File: config.mk
export PLATFORM = sky130hd
export DESIGN_NAME = rv32i_single_cycle_core
export DESIGN_NICKNAME = d
export VERILOG_FILES = /design/src/rtl/rv32i_single_cycle_core.sv
export SDC_FILE = /design/constraint.sdc
export NUM_CORES = 2
export LEC_CHECK = 0
export CAP_MARGIN = 10
export CORE_UTILIZATION = 54
export CTS_BUF_LIST = sky130_fd_sc_hd__clkbuf_4
export DETAILED_ROUTE_END_ITERATION = 7
export PLACE_DENSITY = 0.71
export SETUP_SLACK_MARGIN = 0.2
export SYNTH_ARGS = -nofsm -noshare
export SYNTH_HDL_FRONTEND = slang
export SYNTH_HIERARCHICAL = 1
export SYNTH_SLANG_ARGS = --single-unit
File: constraint.sdc
create_clock -name clk -period 13 [get_ports clk]
set_input_delay 3.9 -clock clk [delete_from_list [all_inputs] [get_ports clk]]
set_output_delay 3.9 -clock clk [all_outputs]
set_load 0.02 [all_outputs]
File: src/rtl/rv32i_single_cycle_core.sv
// Single-cycle RV32I integer core: one instruction per clock, combinational ROM fetch
// and word-wide RAM access, with a 32x32 register file.

module rv32i_register_file (
    input  logic        clk,
    input  logic        i_reset,
    input  logic        i_we,
    input  logic [4:0]  i_waddr,
    input  logic [31:0] i_wdata,
    input  logic [4:0]  i_raddr1,
    input  logic [4:0]  i_raddr2,
    output logic [31:0] o_rdata1,
    output logic [31:0] o_rdata2
);
    logic [31:0] registers [0:31];

    always_ff @(posedge clk) begin
        if (i_reset) begin
            for (int unsigned i = 0; i < 32; i++) registers[i] <= '0;
        end else if (i_we && (i_waddr != '0)) begin
            registers[i_waddr] <= i_wdata;
        end
    end

    assign o_rdata1 = (i_raddr1 == '0) ? '0 : registers[i_raddr1];
    assign o_rdata2 = (i_raddr2 == '0) ? '0 : registers[i_raddr2];
endmodule

module rv32i_single_cycle_core #(
    parameter logic [31:0] RESET_PC = 32'h0000_0000
) (
    input  logic        clk,
    input  logic        reset_n,
    input  logic [31:0] instruction,
    input  logic [31:0] mem_rd_data,
    output logic        mem_wr_sig,
    output logic [31:0] mem_wr_data,
    output logic [31:0] mem_addr,
    output logic [31:0] rom_addr
);
    typedef enum logic [6:0] {
        OP_LUI    = 7'b0110111,
        OP_AUIPC  = 7'b0010111,
        OP_JAL    = 7'b1101111,
        OP_JALR   = 7'b1100111,
        OP_BRANCH = 7'b1100011,
        OP_LOAD   = 7'b0000011,
        OP_STORE  = 7'b0100011,
        OP_IMM    = 7'b0010011,
        OP_REG    = 7'b0110011
    } opcode_t;

    logic [31:0] r_pc;
    opcode_t     w_opcode;
    logic [2:0]  w_f3;
    logic [6:0]  w_f7;
    logic [31:0] w_imm_i, w_imm_s, w_imm_b, w_imm_u, w_imm_j;
    logic [31:0] w_rs1_val, w_rs2_val, w_alu_b, w_alu, w_pc_plus4, w_addr;
    logic [31:0] w_rd_data, w_next_pc;
    logic        w_rd_we, w_store, w_taken, w_arith_ok, w_sub;

    assign w_opcode   = opcode_t'(instruction[6:0]);
    assign w_f3       = instruction[14:12];
    assign w_f7       = instruction[31:25];
    assign w_imm_i    = {{20{instruction[31]}}, instruction[31:20]};
    assign w_imm_s    = {{20{instruction[31]}}, instruction[31:25], instruction[11:7]};
    assign w_imm_b    = {{19{instruction[31]}}, instruction[31], instruction[7],
                         instruction[30:25], instruction[11:8], 1'b0};
    assign w_imm_u    = {instruction[31:12], 12'h000};
    assign w_imm_j    = {{11{instruction[31]}}, instruction[31], instruction[19:12],
                         instruction[20], instruction[30:21], 1'b0};
    assign w_pc_plus4 = r_pc + 32'd4;

    rv32i_register_file register_file_inst (
        .clk      (clk),
        .i_reset  (reset_n),
        .i_we     (w_rd_we),
        .i_waddr  (instruction[11:7]),
        .i_wdata  (w_rd_data),
        .i_raddr1 (instruction[19:15]),
        .i_raddr2 (instruction[24:20]),
        .o_rdata1 (w_rs1_val),
        .o_rdata2 (w_rs2_val)
    );

    // Shared adder: load/store address and JALR target before bit-0 clearing
    assign w_addr  = w_rs1_val + ((w_opcode == OP_STORE) ? w_imm_s : w_imm_i);
    assign w_alu_b = (w_opcode == OP_REG) ? w_rs2_val : w_imm_i;
    assign w_sub   = (w_opcode == OP_REG) && w_f7[5];

    always_comb begin
        case (w_f3)
            3'b000:  w_alu = w_sub ? (w_rs1_val - w_alu_b) : (w_rs1_val + w_alu_b);
            3'b001:  w_alu = w_rs1_val << w_alu_b[4:0];
            3'b010:  w_alu = {31'b0, $signed(w_rs1_val) < $signed(w_alu_b)};
            3'b011:  w_alu = {31'b0, w_rs1_val < w_alu_b};
            3'b100:  w_alu = w_rs1_val ^ w_alu_b;
            3'b101:  w_alu = w_f7[5] ? 32'($signed(w_rs1_val) >>> w_alu_b[4:0])
                                     : (w_rs1_val >> w_alu_b[4:0]);
            3'b110:  w_alu = w_rs1_val | w_alu_b;
            default: w_alu = w_rs1_val & w_alu_b;
        endcase
    end

    always_comb begin
        if (w_opcode == OP_REG)
            w_arith_ok = (w_f7 == 7'h00) || ((w_f7 == 7'h20) && ((w_f3 == 3'b000) || (w_f3 == 3'b101)));
        else if (w_f3 == 3'b001)
            w_arith_ok = (w_f7 == 7'h00);
        else if (w_f3 == 3'b101)
            w_arith_ok = (w_f7 == 7'h00) || (w_f7 == 7'h20);
        else
            w_arith_ok = 1'b1;
    end

    always_comb begin
        case (w_f3)
            3'b000:  w_taken = (w_rs1_val == w_rs2_val);
            3'b001:  w_taken = (w_rs1_val != w_rs2_val);
            3'b100:  w_taken = ($signed(w_rs1_val) <  $signed(w_rs2_val));
            3'b101:  w_taken = ($signed(w_rs1_val) >= $signed(w_rs2_val));
            3'b110:  w_taken = (w_rs1_val <  w_rs2_val);
            3'b111:  w_taken = (w_rs1_val >= w_rs2_val);
            default: w_taken = 1'b0;
        endcase
    end

    always_comb begin
        w_rd_we   = 1'b0;
        w_rd_data = w_alu;
        w_next_pc = w_pc_plus4;
        w_store   = 1'b0;
        case (w_opcode)
            OP_LUI:    begin w_rd_we = 1'b1; w_rd_data = w_imm_u; end
            OP_AUIPC:  begin w_rd_we = 1'b1; w_rd_data = r_pc + w_imm_u; end
            OP_JAL:    begin w_rd_we = 1'b1; w_rd_data = w_pc_plus4; w_next_pc = r_pc + w_imm_j; end
            OP_JALR:   if (w_f3 == 3'b000) begin
                           w_rd_we   = 1'b1;
                           w_rd_data = w_pc_plus4;
                           w_next_pc = w_addr & ~32'd1;
                       end
            OP_BRANCH: if (w_taken) w_next_pc = r_pc + w_imm_b;
            OP_LOAD:   if (w_f3 == 3'b010) begin w_rd_we = 1'b1; w_rd_data = mem_rd_data; end
            OP_STORE:  w_store = (w_f3 == 3'b010);
            OP_IMM, OP_REG: w_rd_we = w_arith_ok;
            default:   ;
        endcase
    end

    always_ff @(posedge clk) begin
        if (reset_n) r_pc <= RESET_PC;
        else         r_pc <= w_next_pc;
    end

    assign rom_addr    = r_pc;
    assign mem_addr    = w_addr;
    assign mem_wr_data = w_rs2_val;
    assign mem_wr_sig  = w_store & ~reset_n;
endmodule

==> results by group <==
Clock network
  • Clk pin slew, worst setup/hold paths: roughly 0.060 ns
  • Post-CTS setup buffers: 0
  • CTS H-Tree Depth: 5
  • CTS Buf Count: between 200 and 300
  • Clock Tree Buf Depth: 4
  • Root buffer cell: clkbuf_4
  • Worst skew pair latency: approximately 1.3 ns
  • CTS tree: built
  • Clock sinks: 1,055

Global route
  • First-pass GRT wire length: between 400 and 500 mm
  • Grt peak-use layer: met2
  • Met2 GRT Util: 0.715
  • Vias in the first global route: about 60k
  • GRT Overall Usage: 0.493
  • Aggregate global routing overflow: 0
  • Initial antenna violation count: 30
  • Largest net degree at the start of global routing: between 70 and 80
  • Met3 Use GR: 0.160
  • Met1 GRT Util: 0.603

Finish
  • Layout area overhead: 13.8%
  • Layout cells sized above 1: 0.249
  • Fill count: 10.5k
  • FF/Latch Area: approximately 31,000 µm²
  • Footprint of the multi-input gates: approximately 38,000 µm²
  • Util after Layout: 0.622
  • Final nets: between 6k and 7k

Logic synthesis
  • Yosys cell types: 96
  • Mapped Area: slightly above 70,000 µm²
  • Yosys Warn Count: 6
  • Mapped Cells: 6,162
  • Top_reg_cell synth: edfxtp_1
  • Flops & latches, synth: 1,055
  • Sequential area share after synthesis: 0.434
  • Synth Area per Inst: ~12 µm²
  • Share of flip-flops with an asynchronous set or reset: 0
  • Number of flops mapped to enable cells by yosys: approximately 1.0k

Floorplan
  • Io pins: 163
  • Die ar.: between 100,000 and 150,000 µm²
  • Initial Utilization: 0.546
  • Site Rows: roughly 130
  • Core ar.: 132,000 µm²
  • Die height: ~370 µm
  • Chip width: around 370 µm

Power and ir drop
  • Total internal power: ~6.3 mW
  • Pleak: about 32 nW
  • Flop pwr share: 0.406
  • Comb pwr share: 0.301
  • Clock share of power: 0.293
  • Total power: between 9 and 10 mW
  • Switch share: 0.351
  • Pwr/cell area: around 120 nW/µm²
  • Switching power: roughly 3.4 mW
  • Peak supply drop: roughly 0.00013 V

Worst setup path
  • Critical Path, Cell by Cell: clkdlybuf4s50_1, buf_12, inv_1, nand3_1, buf_12, buf_4, o22ai_1, nor3_1, ha_1, a21oi_1, o21ai_0, a221o_1, a21o_1, o22a_1, a41oi_1, buf_4, o21ai_1, a41o_1, nor3_1, dlygate4sd2_1
  • Startpoint types: input pin
  • Required @ worst endpoint: between 9 and 10 ns
  • Crit-path max cell delay: 0.57 ns
  • Crit-path slowest cell: nor3_1
  • Worst Setup End Kind: output port
  • Crit path max fanout: 12
  • Critical path type: input pin to output port
  • WP data arrival: approximately 8.9 ns

Placement
  • GPL Wtd Cong: between 1 and 1.5
  • Port bufs: roughly 160
  • Final HPWL DP: approximately 240 mm

Routing
  • DRT Pass-1 Iters: 8
  • Routed vias: about 63k
  • Vias per inst: 7.28
  • Antenna Nets Post-Route: 0
  • DR WL/cell: about 39 µm
  • DR iter-0 viols: roughly 10k
  • Routed Wire Length: between 300 and 400 mm
  • DRC viols: 20

Timing
  • TNS Setup: 0 ns
  • Tmin final: between 10 and 15 ns
  • Final hold violation count: 0
  • Slew headroom: 0.0759
  • Worst Skew: 0.155 ns
  • RSZ-0062 raised after global routing: true
  • Hold slack: ~0.60 ns
  • Worst Tran Pin Value: about 1.4 ns
  • Max Freq: approximately 78 MHz
  • Final setup vio count: 0
  • Count of final max-slew check failures: 0
  • Period utilization: 0.982

Hold path
  • Hold Path Class: flip-flop to flip-flop

Job
  • MaxCap Viol Count: 0

Outcome
  • Failing checks: DRC
  • Status: complete, but fails checks
==> stage by stage <==
step	area (µm²)	setup WS (ns)	instances
CTS	82000	-0.00231	8572
global route	82100	0.0932	8580
detailed placement	78700	-0.183	8111
finish	82200	0.239	8592
global placement	78700	-0.179	8111
floorplan	72300	0.664	6193
==> per-layer routing <==
metal,up-vias,part of all wire
met5,-,0.00040
met4,20,0.097
met3,1449,0.15
met2,5901,0.42
met1,30500,0.33
li1,24600,-
==> sequential cells by signal, indices dropped and copies added, names as in the netlist <==
name                          flops
register_file_inst/registers   1024
rom_addr                         31
==> power by group through the flow <==
| stage | clock [mW] | combinational (mW) | sequential [mW] |
|---|---|---|---|
| after floorplan | 0 | 1.42 | 3.95 |
| after global placement | 0 | 2.76 | 3.98 |
| after detailed placement | 0 | 2.77 | 3.98 |
| after CTS | 2.84 | 2.77 | 3.91 |
| after global routing | 3.00 | 2.95 | 3.92 |
| final | 2.83 | 2.91 | 3.92 |
==> path summary, 6_finish.rpt <==
check                                                          from                                            endpoint  slack, ns  cells after the start
setup / recovery                                    instruction[19]                                        mem_addr[31]       0.24                     20
hold / removal                             rom_addr[1]$_SDFFE_PP0P_                            rom_addr[1]$_SDFFE_PP0P_       0.60                      2
setup reg to reg  register_file_inst/registers[31][1]$_SDFFCE_PN0P_  register_file_inst/registers[30][16]$_SDFFCE_PN0P_       5.34                     24
hold reg to reg                            rom_addr[1]$_SDFFE_PP0P_                            rom_addr[1]$_SDFFE_PP0P_       0.60                      2
==> cell type report <==
class	instances	area share
multi-input combinational	4408	0.467
sequential	1055	0.382
timing repair buffer	718	0.0766
clock buffer	403	0.0368
tap	1755	0.0267
inverter	176	0.00804
clock inverter	58	0.00288
antenna	19	0.000579
==> synthesized netlist by cell type, types with 98 or more instances <==
cell,count,area [µm²]
edfxtp_1,1024,30700
and2_1,1001,6260
mux4_2,493,11100
clkbuf_1,384,1440
nand2_1,260,976
nor2_1,255,957
a21oi_1,249,1250
o21ai_0,224,1120
mux2i_1,222,2220
ha_1,210,2630
inv_1,171,642
o22ai_1,113,707
nor3_1,111,556
xnor2_1,98,858
==> cells by family after synthesis <==
kind of cell | after synthesis | share of synthesized area
and+or+nand+nor | 1953 | 0.150
AOI/OAI and AO/OA | 1274 | 0.121
DFF | 1055 | 0.434
muxes | 771 | 0.193
buffers and inverters | 730 | 0.0438
adders and majority gates | 215 | 0.0378
xor gates and xnor gates | 162 | 0.0196
other | 2 | 0.000104
==> critical path, delay by kind of cell <==
family | cells | cell delay (ns)
AO/OA/AOI/OAI | 9 | 1.83
buffers and inverters | 7 | 1.71
AND/OR/NAND/NOR | 3 | 1.01
adder cells (fa/ha/maj) | 1 | 0.38
==> layout by cell type (no fill, tap or decap), drive strengths merged, types with 32 or more instances in the layout <==
master and count:
or2 41, a221oi 32, mux2i 222, mux2 56, a21o 94, o211ai 42, a31oi 38, o21ai 237
nand3 94, clkdlybuf4s50 144, a211oi 50, a21oi 250, clkbuf 405, nand2 261, ha 210, conb 33
a22o 68, clkinv 55, xor2 64, nor2 256, xnor2 98, mux4 493, o22ai 113, nor3 113
buf 567, inv 178, a22oi 38, a2111oi 63, edfxtp 1024, and2 1002
==> what timing repair did <==
item | CTS | global route
cloned | 0 | 1
resized for setup | 5 | 20
hold buffers | 0 | 0
endpoints found under the setup margin | 6 | 13
pin swaps | 0 | 2
No activity file was read; power rests on OpenSTA's default activity.
